**config.mk**
```make
export PLATFORM = sky130hd
export DESIGN_NAME = mac_pipe
export DESIGN_NICKNAME = d
export VERILOG_FILES = /design/src/rtl/mac_pkg.sv /design/src/rtl/mac_mul_pipe.sv /design/src/rtl/mac_pipe.sv
export SDC_FILE = /design/constraint.sdc
export NUM_CORES = 2
export LEC_CHECK = 0
export ABC_CLOCK_PERIOD_IN_PS = 24100
export CELL_PAD_IN_SITES_DETAIL_PLACEMENT = 0
export CELL_PAD_IN_SITES_GLOBAL_PLACEMENT = 1
export CORE_UTILIZATION = 55
export CTS_CLUSTER_DIAMETER = 40
export CTS_CLUSTER_SIZE = 28
export DETAILED_ROUTE_END_ITERATION = 8
export HOLD_SLACK_MARGIN = 0.02
export PLACE_DENSITY_LB_ADDON = 0.25
export SLEW_MARGIN = 15
export SYNTH_ARGS = -nofsm -noshare
export SYNTH_HDL_FRONTEND = slang
export SYNTH_HIERARCHICAL = 1
export SYNTH_SLANG_ARGS = --single-unit
```
**constraint.sdc**
```tcl
create_clock -name clk -period 24.1 [get_ports clk]
set_input_delay 4.82 -clock clk [delete_from_list [all_inputs] [get_ports clk]]
set_output_delay 4.82 -clock clk [all_outputs]
set_load 0.01 [all_outputs]
```
**src/rtl/mac_pkg.sv**
```systemverilog
// Shared constants and helpers for the multiply-accumulate engine.
// sat_shift rounds, shifts and clamps a sign- or zero-extended accumulator.
package mac_pkg;

  localparam logic MODE_SIGNED   = 1'b1;
  localparam logic MODE_UNSIGNED = 1'b0;

  // Working width of the saturation arithmetic; accumulators must be narrower.
  localparam int SAT_MAXW = 128;

  typedef struct packed {
    logic                sat;
    logic [SAT_MAXW-1:0] data;
  } sat_res_t;

  function automatic int acc_width(input int bit_w, input int guard);
    return 2 * bit_w + guard;
  endfunction

  function automatic sat_res_t sat_shift(
    input logic [SAT_MAXW-1:0] acc,
    input logic                sgn,
    input int                  out_w,
    input int                  shift,
    input logic                rnd
  );
    logic signed [SAT_MAXW:0] v;
    logic signed [SAT_MAXW:0] one;
    logic signed [SAT_MAXW:0] hi;
    logic signed [SAT_MAXW:0] lo;
    sat_res_t                 res;
    one = {{SAT_MAXW{1'b0}}, 1'b1};
    v   = {sgn & acc[SAT_MAXW-1], acc};
    if (rnd && shift > 0) begin
      v = v + (one <<< (shift - 1));
    end
    v = v >>> shift;
    if (sgn) begin
      hi = (one <<< (out_w - 1)) - one;
      lo = -(one <<< (out_w - 1));
    end else begin
      hi = (one <<< out_w) - one;
      lo = '0;
    end
    res.sat  = 1'b0;
    res.data = v[SAT_MAXW-1:0];
    if (v > hi) begin
      res.sat  = 1'b1;
      res.data = hi[SAT_MAXW-1:0];
    end else if (v < lo) begin
      res.sat  = 1'b1;
      res.data = lo[SAT_MAXW-1:0];
    end
    return res;
  endfunction

  function automatic logic [SAT_MAXW-1:0] sat_data(
    input logic [SAT_MAXW-1:0] acc,
    input logic                sgn,
    input int                  out_w,
    input int                  shift,
    input logic                rnd
  );
    sat_res_t r;
    r = sat_shift(acc, sgn, out_w, shift, rnd);
    return r.data;
  endfunction

  function automatic logic sat_flag(
    input logic [SAT_MAXW-1:0] acc,
    input logic                sgn,
    input int                  out_w,
    input int                  shift,
    input logic                rnd
  );
    sat_res_t r;
    r = sat_shift(acc, sgn, out_w, shift, rnd);
    return r.sat;
  endfunction

endpackage

```
**src/rtl/mac_mul_pipe.sv**
```systemverilog
// PIPE-stage BIT x BIT multiplier with stall enable; valid, first, last and
// mode ride alongside the product so they leave the pipe together.
module mac_mul_pipe
  import mac_pkg::*;
#(
  parameter int BIT  = 32,
  parameter int PIPE = 2
) (
  input  logic             clk,
  input  logic             rst,
  input  logic             i_en,
  input  logic             i_valid,
  input  logic [BIT-1:0]   i_a,
  input  logic [BIT-1:0]   i_b,
  input  logic             i_mode,
  input  logic             i_first,
  input  logic             i_last,
  output logic             o_valid,
  output logic [2*BIT-1:0] o_prod,
  output logic             o_mode,
  output logic             o_first,
  output logic             o_last
);

  typedef struct packed {
    logic             valid;
    logic             mode;
    logic             first;
    logic             last;
    logic [2*BIT-1:0] prod;
  } stage_t;

  stage_t           r_stage [PIPE];
  stage_t           w_in;
  logic [2*BIT-1:0] w_ax;
  logic [2*BIT-1:0] w_bx;

  // Extending by mode first lets one unsigned multiplier serve both modes:
  // the low 2*BIT bits of the product are correct either way.
  assign w_ax = {{BIT{(i_mode == MODE_SIGNED) & i_a[BIT-1]}}, i_a};
  assign w_bx = {{BIT{(i_mode == MODE_SIGNED) & i_b[BIT-1]}}, i_b};

  always_comb begin
    w_in       = '0;
    w_in.valid = i_valid;
    w_in.mode  = i_mode;
    w_in.first = i_first;
    w_in.last  = i_last;
    w_in.prod  = w_ax * w_bx;
  end

  always_ff @(posedge clk) begin
    if (rst) begin
      for (int i = 0; i < PIPE; i++) begin
        r_stage[i] <= '0;
      end
    end else if (i_en) begin
      r_stage[0] <= w_in;
      for (int i = 1; i < PIPE; i++) begin
        r_stage[i] <= r_stage[i-1];
      end
    end
  end

  assign o_valid = r_stage[PIPE-1].valid;
  assign o_prod  = r_stage[PIPE-1].prod;
  assign o_mode  = r_stage[PIPE-1].mode;
  assign o_first = r_stage[PIPE-1].first;
  assign o_last  = r_stage[PIPE-1].last;

endmodule

```
**src/rtl/mac_pipe.sv**
```systemverilog
// Pipelined multiply-accumulate engine: frame accumulation, rounding shift,
// saturation to OUT_W and a single global stall driven by the output side.
module mac_pipe
  import mac_pkg::*;
#(
  parameter int BIT   = 32,
  parameter int PIPE  = 2,
  parameter int GUARD = 8,
  parameter int OUT_W = 2 * BIT,
  parameter int SHIFT = 0,
  parameter int ROUND = 1
) (
  input  logic             clk,
  input  logic             rst,
  input  logic             in_valid,
  output logic             in_ready,
  input  logic [BIT-1:0]   in_a,
  input  logic [BIT-1:0]   in_b,
  input  logic             in_signed,
  input  logic             in_first,
  input  logic             in_last,
  output logic             out_valid,
  input  logic             out_ready,
  output logic [OUT_W-1:0] out_data,
  output logic             out_sat,
  output logic [15:0]      out_cnt
);

  localparam int ACC_W = acc_width(BIT, GUARD);

  logic                r_mode;
  logic                w_mode;
  logic                w_en;
  logic                w_accept;

  logic                w_m_valid;
  logic [2*BIT-1:0]    w_m_prod;
  logic                w_m_mode;
  logic                w_m_first;
  logic                w_m_last;
  logic [ACC_W-1:0]    w_prod_ext;

  logic [ACC_W-1:0]    r_acc;
  logic [15:0]         r_cnt;
  logic                r_acc_mode;
  logic                r_emit;
  logic [SAT_MAXW-1:0] w_acc_ext;

  logic                r_out_valid;
  logic [OUT_W-1:0]    r_out_data;
  logic                r_out_sat;
  logic [15:0]         r_out_cnt;

  assign in_ready = !r_out_valid || out_ready;
  assign w_en     = in_ready;
  assign w_accept = in_valid && in_ready;

  // Mode is captured on the first beat and reused for the rest of the frame.
  assign w_mode = in_first ? in_signed : r_mode;

  always_ff @(posedge clk) begin
    if (rst) begin
      r_mode <= MODE_SIGNED;
    end else if (w_accept && in_first) begin
      r_mode <= in_signed;
    end
  end

  mac_mul_pipe #(
    .BIT  (BIT),
    .PIPE (PIPE)
  ) u_mul (
    .clk     (clk),
    .rst     (rst),
    .i_en    (w_en),
    .i_valid (w_accept),
    .i_a     (in_a),
    .i_b     (in_b),
    .i_mode  (w_mode),
    .i_first (in_first),
    .i_last  (in_last),
    .o_valid (w_m_valid),
    .o_prod  (w_m_prod),
    .o_mode  (w_m_mode),
    .o_first (w_m_first),
    .o_last  (w_m_last)
  );

  assign w_prod_ext = {{GUARD{(w_m_mode == MODE_SIGNED) & w_m_prod[2*BIT-1]}}, w_m_prod};

  always_ff @(posedge clk) begin
    if (rst) begin
      r_acc      <= '0;
      r_cnt      <= '0;
      r_acc_mode <= MODE_SIGNED;
      r_emit     <= 1'b0;
    end else if (w_en) begin
      r_emit <= w_m_valid && w_m_last;
      if (w_m_valid) begin
        r_acc_mode <= w_m_mode;
        if (w_m_first) begin
          r_acc <= w_prod_ext;
          r_cnt <= 16'd1;
        end else begin
          r_acc <= r_acc + w_prod_ext;
          r_cnt <= (r_cnt == 16'hFFFF) ? r_cnt : r_cnt + 16'd1;
        end
      end
    end
  end

  assign w_acc_ext = {{(SAT_MAXW-ACC_W){(r_acc_mode == MODE_SIGNED) & r_acc[ACC_W-1]}}, r_acc};

  always_ff @(posedge clk) begin
    if (rst) begin
      r_out_valid <= 1'b0;
      r_out_data  <= '0;
      r_out_sat   <= 1'b0;
      r_out_cnt   <= '0;
    end else if (w_en) begin
      r_out_valid <= r_emit;
      if (r_emit) begin
        r_out_data <= OUT_W'(sat_data(w_acc_ext, r_acc_mode, OUT_W, SHIFT, ROUND != 0));
        r_out_sat  <= sat_flag(w_acc_ext, r_acc_mode, OUT_W, SHIFT, ROUND != 0);
        r_out_cnt  <= r_cnt;
      end
    end
  end

  assign out_valid = r_out_valid;
  assign out_data  = r_out_data;
  assign out_sat   = r_out_sat;
  assign out_cnt   = r_out_cnt;

endmodule

```
Yosys cells after proc, flatten, opt, wreduce, memory -nomap -nowiden
Memories as Yosys holds them, arrays and structs flattened.
Cells that the tools add are included.

cells by class
  $add $sub $neg = 2
  multipliers = 1
  $lt $le $gt $ge = 2
  eq/ne operators = 2
  mux-type cells = 21
  bitwise logic cells = 7
  reduce and logical (&&, ||, !) cells = 8

operators with widths
  kind                                           count
  two-way mux 129 bit                            9
  two-way mux 68 bit                             2
  > comparator 129 bit                           1
  less-than comparator 129 bit                   1
  adder 72 bit                                   1
  two-way mux 72 bit                             1
  multiplier 33 x 33 -> 64 bit                   1
  two-way mux 64 bit                             1
  two-way mux 16 bit                             2
  adder 16 x 1 -> 16 bit, second input constant  1
  equality test 16 bit, second input constant    1
  two-way mux 1 bit                              6
  AND 1 bit                                      5
  AND reduction 2 bit                            2
  logical AND 1 bit                              3
  AND reduction 3 bit                            1
  != test 2 x 1 -> 1 bit, second input constant  1
  bitwise OR 1 bit                               2
  logical NOT 1 bit                              1
  logical OR 1 bit                               1

word-level totals
  register bits after elaboration = 173
  RAM bits = 136
  bits of input ports = 71
  output and inout bits = 83
  logic and storage cells = 53
  memories kept = 1

memory list
  name           words  bits a word  rd ports  clocked after Yosys merged registers in  write ports  line                RTL
  u_mul.r_stage  2      68           2         0                                        2            mac_mul_pipe.sv:33  stage_t r_stage [PIPE];

Depth between registers and ports, before layout
  depth in word-level cells = 7
  depth in mapped cells = 29
  mapped depth without buffers = 27

By module
Netlist, hierarchy kept.

modules (own cells, without submodules)
  module        times used  cells each  area an instance (um2)  seq. area each (um2)
  mac_mul_pipe  1           4492        43115.1                 4083.9
  mac_pipe      1           1401        11198.2                 3463.3

Worst setup path before layout
No wires, ideal clock.

  path kind = input to register
  from = in in_first
  to = mem u_mul/r_stage[0][63] (netlist name), data pin
  setup time = 0.150 ns
  arrival time = 13.324 ns
  required time = 23.950 ns
  setup slack = 10.627 ns
  stages = 29
  path buffers = 2
  cells stage by stage = mux2_2 -> and2_1 -> clkbuf_1 -> nand2_1 -> inv_1 -> fa_1 -> inv_1 -> fa_1 -> inv_1 -> fa_1 -> inv_1 -> fa_1 -> inv_1 -> fa_1 -> fa_1 -> inv_1 -> fa_1 -> fa_1 -> inv_1 -> ha_1 -> clkbuf_1 -> a21oi_1 -> o21bai_1 -> a211oi_1 -> o31a_1 -> o2111ai_1 -> nand3_1 -> a2111o_1 -> o211ai_2

RTL lines
  element          line                RTL
  start, declared  mac_pipe.sv:20      input logic in_first,
  end, declared    mac_mul_pipe.sv:33

==> impl.org <==
** Status
- Status :: finished, final reports clean

** Critical path
- The largest single stage delay on the critical path is 1.14 ns.
- Cell repeated most along the worst path :: sky130_fd_sc_hd__fa_1
- Crit path kind :: primary input to register
- Setup crit start kind :: primary input
- On the critical path, the stage with the largest delay is an instance of sky130_fd_sc_hd__fa_1.
- For the worst setup path, the data arrival time is 14.62 ns.
- Kind of capture point of the worst setup path :: register
- STA puts the critical path data required time at around 25 ns.
- Worst-path fanout max :: 22
- Number of cell instances on the worst register-to-register path :: 29

** Global route
- Total routing resource utilization after global routing :: 0.2968
- The number of antenna violations at the first check in global routing came to 1.
- The total overflow left after global routing is 0.
- The first global-routing pass estimated 231,100 µm of wire.
- Largest net degree at the start of global routing :: between 90 and 100
- Via count of the first global-routing pass :: 41,220

** Clock tree
- CTS HTree Levels :: 1
- Counting the buffers created by CTS gives 28.
- The clock reaches the later pin of the worst-skew pair after about 0.6 ns.
- After clock tree synthesis, the flow added hold-fix buffers numbering 0.
- After clock tree synthesis, the clock-pin slew on the worst setup and hold paths is roughly 0.080 ns.
- After clock tree synthesis, the setup repair step added 0 buffers.
- TritonCTS built the clock tree.
- Gates resized during post-CTS repair numbered 0.
- Root Buffer Master :: sky130_fd_sc_hd__clkbuf_16
- In this run the deepest clock path goes through 3 buffers.
- Clock tree synthesis found a total of 309 sinks.

** Timing
- FMAX :: 70.52 MHz
- In the finished design, the share of the clock period the worst path needs comes to 0.5884.
- Unrepaired setup endpoints after global routing :: no
- Setup violations remaining at the end of the flow were counted as 0.
- Final Hold Fails :: 0
- In the final timing run, aggregate negative setup slack is 0 ns.
- The final max-slew violation count was 0.
- The routed design could run at a clock period as short as approximately 14 ns.
- For the pin with the worst max-slew slack, the measured transition is 1.044 ns.
- Worst relative slew slack :: 0.3038
- The clock arrives with 0.04289 ns of skew.

** Logic synthesis
- The synthesized design spends more area on one cell type than any other, namely sky130_fd_sc_hd__fa_1.
- EDFF count, synth :: 136
- Proportion of register bits with asynchronous set or reset after synthesis :: 0
- Fraction of post-synthesis cell area in the top cell type by area :: 0.4150
- The number of nets handed over by synthesis was 7,388.
- Of the synthesized area, sequential elements account for 0.1390.
- For this run, the leading register cell type out of synthesis is sky130_fd_sc_hd__dfxtp_1.
- Number of distinct standard cells referenced by the synthesized netlist :: 97
- Yosys warns :: 6
- By area the synthesized netlist is led by sky130_fd_sc_hd__fa_1 42%, sky130_fd_sc_hd__inv_1 7.8%, sky130_fd_sc_hd__edfxtp_1 7.5%.
- Register bit count reported by yosys :: around 310
- Synthesis produced between 5,000 and 6,000 cells.
- Summing every instance area after synthesis gives 54,310 µm².
- Post-Syn Area per Cell :: 9.217 µm²

** Route
- Using the TritonRoute via totals, the vias-per-cell ratio works out to 5.585.
- The count of nets left with antenna violations once routing finished came out at 0.
- First-pass DRT Iterations :: 9
- Total via count after detailed routing :: 39,420
- In this run, the number of DRC markers left after iteration 0 of detailed routing was approximately 2,500.
- In the final routed layout, each cell accounts on average for 20.36 µm.
- After detailed routing, the number of remaining DRC violations is 0.
- Wires add up to 143,700 µm.

** Job
- Max-cap viol count :: 0

** Die
- Horiz. Die Dim :: 316.2 µm
- I/O pin cnt :: 154
- The die covers 100,000 µm².
- Floorplan core area :: between 90,000 and 100,000 µm²
- The die is around 320 µm tall.
- Placement Rows :: around 110
- The initial utilization of the core area, before any placement, comes to 0.5583.

** Hold path
- The tightest min-delay check is of the register to register type.
- Hold Crit Depth :: 2

** Layout
- In the final layout, the share of cells above drive strength 1 is 0.03355.
- Area taken by multi-input logic gates :: 40,790 µm²
- The sequential cells in the finished layout cover a total of about 7500 µm².
- The final layout contains 7,255 nets.
- ANT cells :: 0
- Counting the fill cells in the layout gives 8,702.
- Area overhead of the layout relative to synthesis :: 5.358%

** Placement
- Half-perimeter wire length after placement :: 112,500 µm
- Port Buf Inserts :: 153
- The congestion estimate from routability-driven global placement came to 0.9089.
-- synth_stat cells, drive strengths merged (91+ instances only) --
master     n
and2     447
nor2     201
nand2    884
fa      1126
edfxtp   136
o21ai    144
buf       91
clkbuf   296
xnor2     92
inv     1131
dfxtp    173
ha       298
a21oi    226
-- final cells by class --
type                       count  share of cell area
multi-input combinational   4065              0.7128
sequential                   309              0.1319
inverter                    1131             0.07419
timing repair buffer         225             0.03494
tap                         1276             0.02790
clock buffer                  29             0.01268
clock inverter                23            0.005554
-- cell families (layout without fill, tap and decap cells) --
family | after synthesis | count (layout) | synth area share
simple gates | 1789 | 1789 | 0.1557
buf+inv | 1519 | 1408 | 0.1106
fa+ha+maj | 1424 | 1424 | 0.4837
compound gates | 701 | 701 | 0.08639
flops | 309 | 309 | 0.1390
xor+xnor | 138 | 138 | 0.02225
mux | 13 | 13 | 0.002442
-- sequential cells by signal, summed over array words and instances, names as in the netlist --
name,count
u_mul/r_stage,136
r_acc,72
out_data,64
out_cnt,16
r_cnt,16
out_sat,1
out_valid,1
r_acc_mode,1
r_emit,1
r_mode,1
-- metal layers --
metal / GRT usage / part of all wire
met1: 0.4270 / 0.44
met2: 0.4723 / 0.46
met3: 0.05193 / 0.078
met4: 0.06512 / 0.021
met5: 0 / 0
-- worst max-delay path, delay by kind of cell --
| kind | cells | cell delay (ns) |
|---|---|---|
| AND/OR/NAND/NOR | 3 | 0.81 |
| adder cells (fa/ha/maj) | 9 | 5.42 |
| AO/OA/AOI/OAI | 7 | 1.35 |
| buffers and inverters | 10 | 1.85 |
| multiplexers | 1 | 0.34 |
-- per-stage QoR --
stage	cells	hold WS [ns]	instance area (µm²)	setup WS, ns	util
final	7058	0.4555	57220	9.920	0.5882
after detailed placement	7006	0.4464	56180	9.260	0.5775
after global routing	7058	0.4782	57220	9.287	0.5882
after global placement	7006	0.4431	56180	9.412	0.5775
after CTS	7058	0.4572	57220	9.883	0.5882
after floorplan	5893	0.4405	54310	10.63	-
-- final timing paths --
check / startpoint / endpoint / slack [ns]
setup reg to reg: r_mode / u_mul/r_stage[0][63] / 14.43
setup / recovery: in_first / u_mul/r_stage[0][63] / 9.92
hold / removal: out_cnt[0] / out_cnt[0] / 0.46
hold reg to reg: out_cnt[0] / out_cnt[0] / 0.46
-- cells in the final DEF (no fill, tap or decap), types with 5 or more instances in the layout --
cell type	instances
sky130_fd_sc_hd__and2_1	445
sky130_fd_sc_hd__nand2_1	883
sky130_fd_sc_hd__nor2_1	200
sky130_fd_sc_hd__a31oi_1	19
sky130_fd_sc_hd__or2_2	11
sky130_fd_sc_hd__buf_2	14
sky130_fd_sc_hd__a221o_1	66
sky130_fd_sc_hd__o21ai_1	9
sky130_fd_sc_hd__nor4_1	13
sky130_fd_sc_hd__o31ai_1	5
sky130_fd_sc_hd__o21ai_0	133
sky130_fd_sc_hd__o21a_1	19
sky130_fd_sc_hd__xor2_1	46
sky130_fd_sc_hd__and3_1	36
sky130_fd_sc_hd__nor2b_1	19
sky130_fd_sc_hd__nand2b_1	19
sky130_fd_sc_hd__a311oi_1	9
sky130_fd_sc_hd__a21o_1	47
sky130_fd_sc_hd__nand3_1	43
sky130_fd_sc_hd__inv_12	6
sky130_fd_sc_hd__mux2i_1	11
sky130_fd_sc_hd__a21oi_1	226
sky130_fd_sc_hd__clkbuf_16	29
sky130_fd_sc_hd__or3_1	7
sky130_fd_sc_hd__fa_1	1126
sky130_fd_sc_hd__dfxtp_1	173
sky130_fd_sc_hd__a21boi_0	9
sky130_fd_sc_hd__edfxtp_1	136
sky130_fd_sc_hd__o21bai_1	29
sky130_fd_sc_hd__clkdlybuf4s50_1	138
sky130_fd_sc_hd__inv_1	1131
sky130_fd_sc_hd__o211a_1	5
sky130_fd_sc_hd__ha_1	298
sky130_fd_sc_hd__buf_4	73
sky130_fd_sc_hd__nor3_1	28
sky130_fd_sc_hd__o211ai_1	40
sky130_fd_sc_hd__a211oi_1	24
sky130_fd_sc_hd__nand4_1	53
sky130_fd_sc_hd__xnor2_1	92
Power is not shown: default switching activity piles up to over one toggle a cycle in this logic, so the estimate is an artifact.
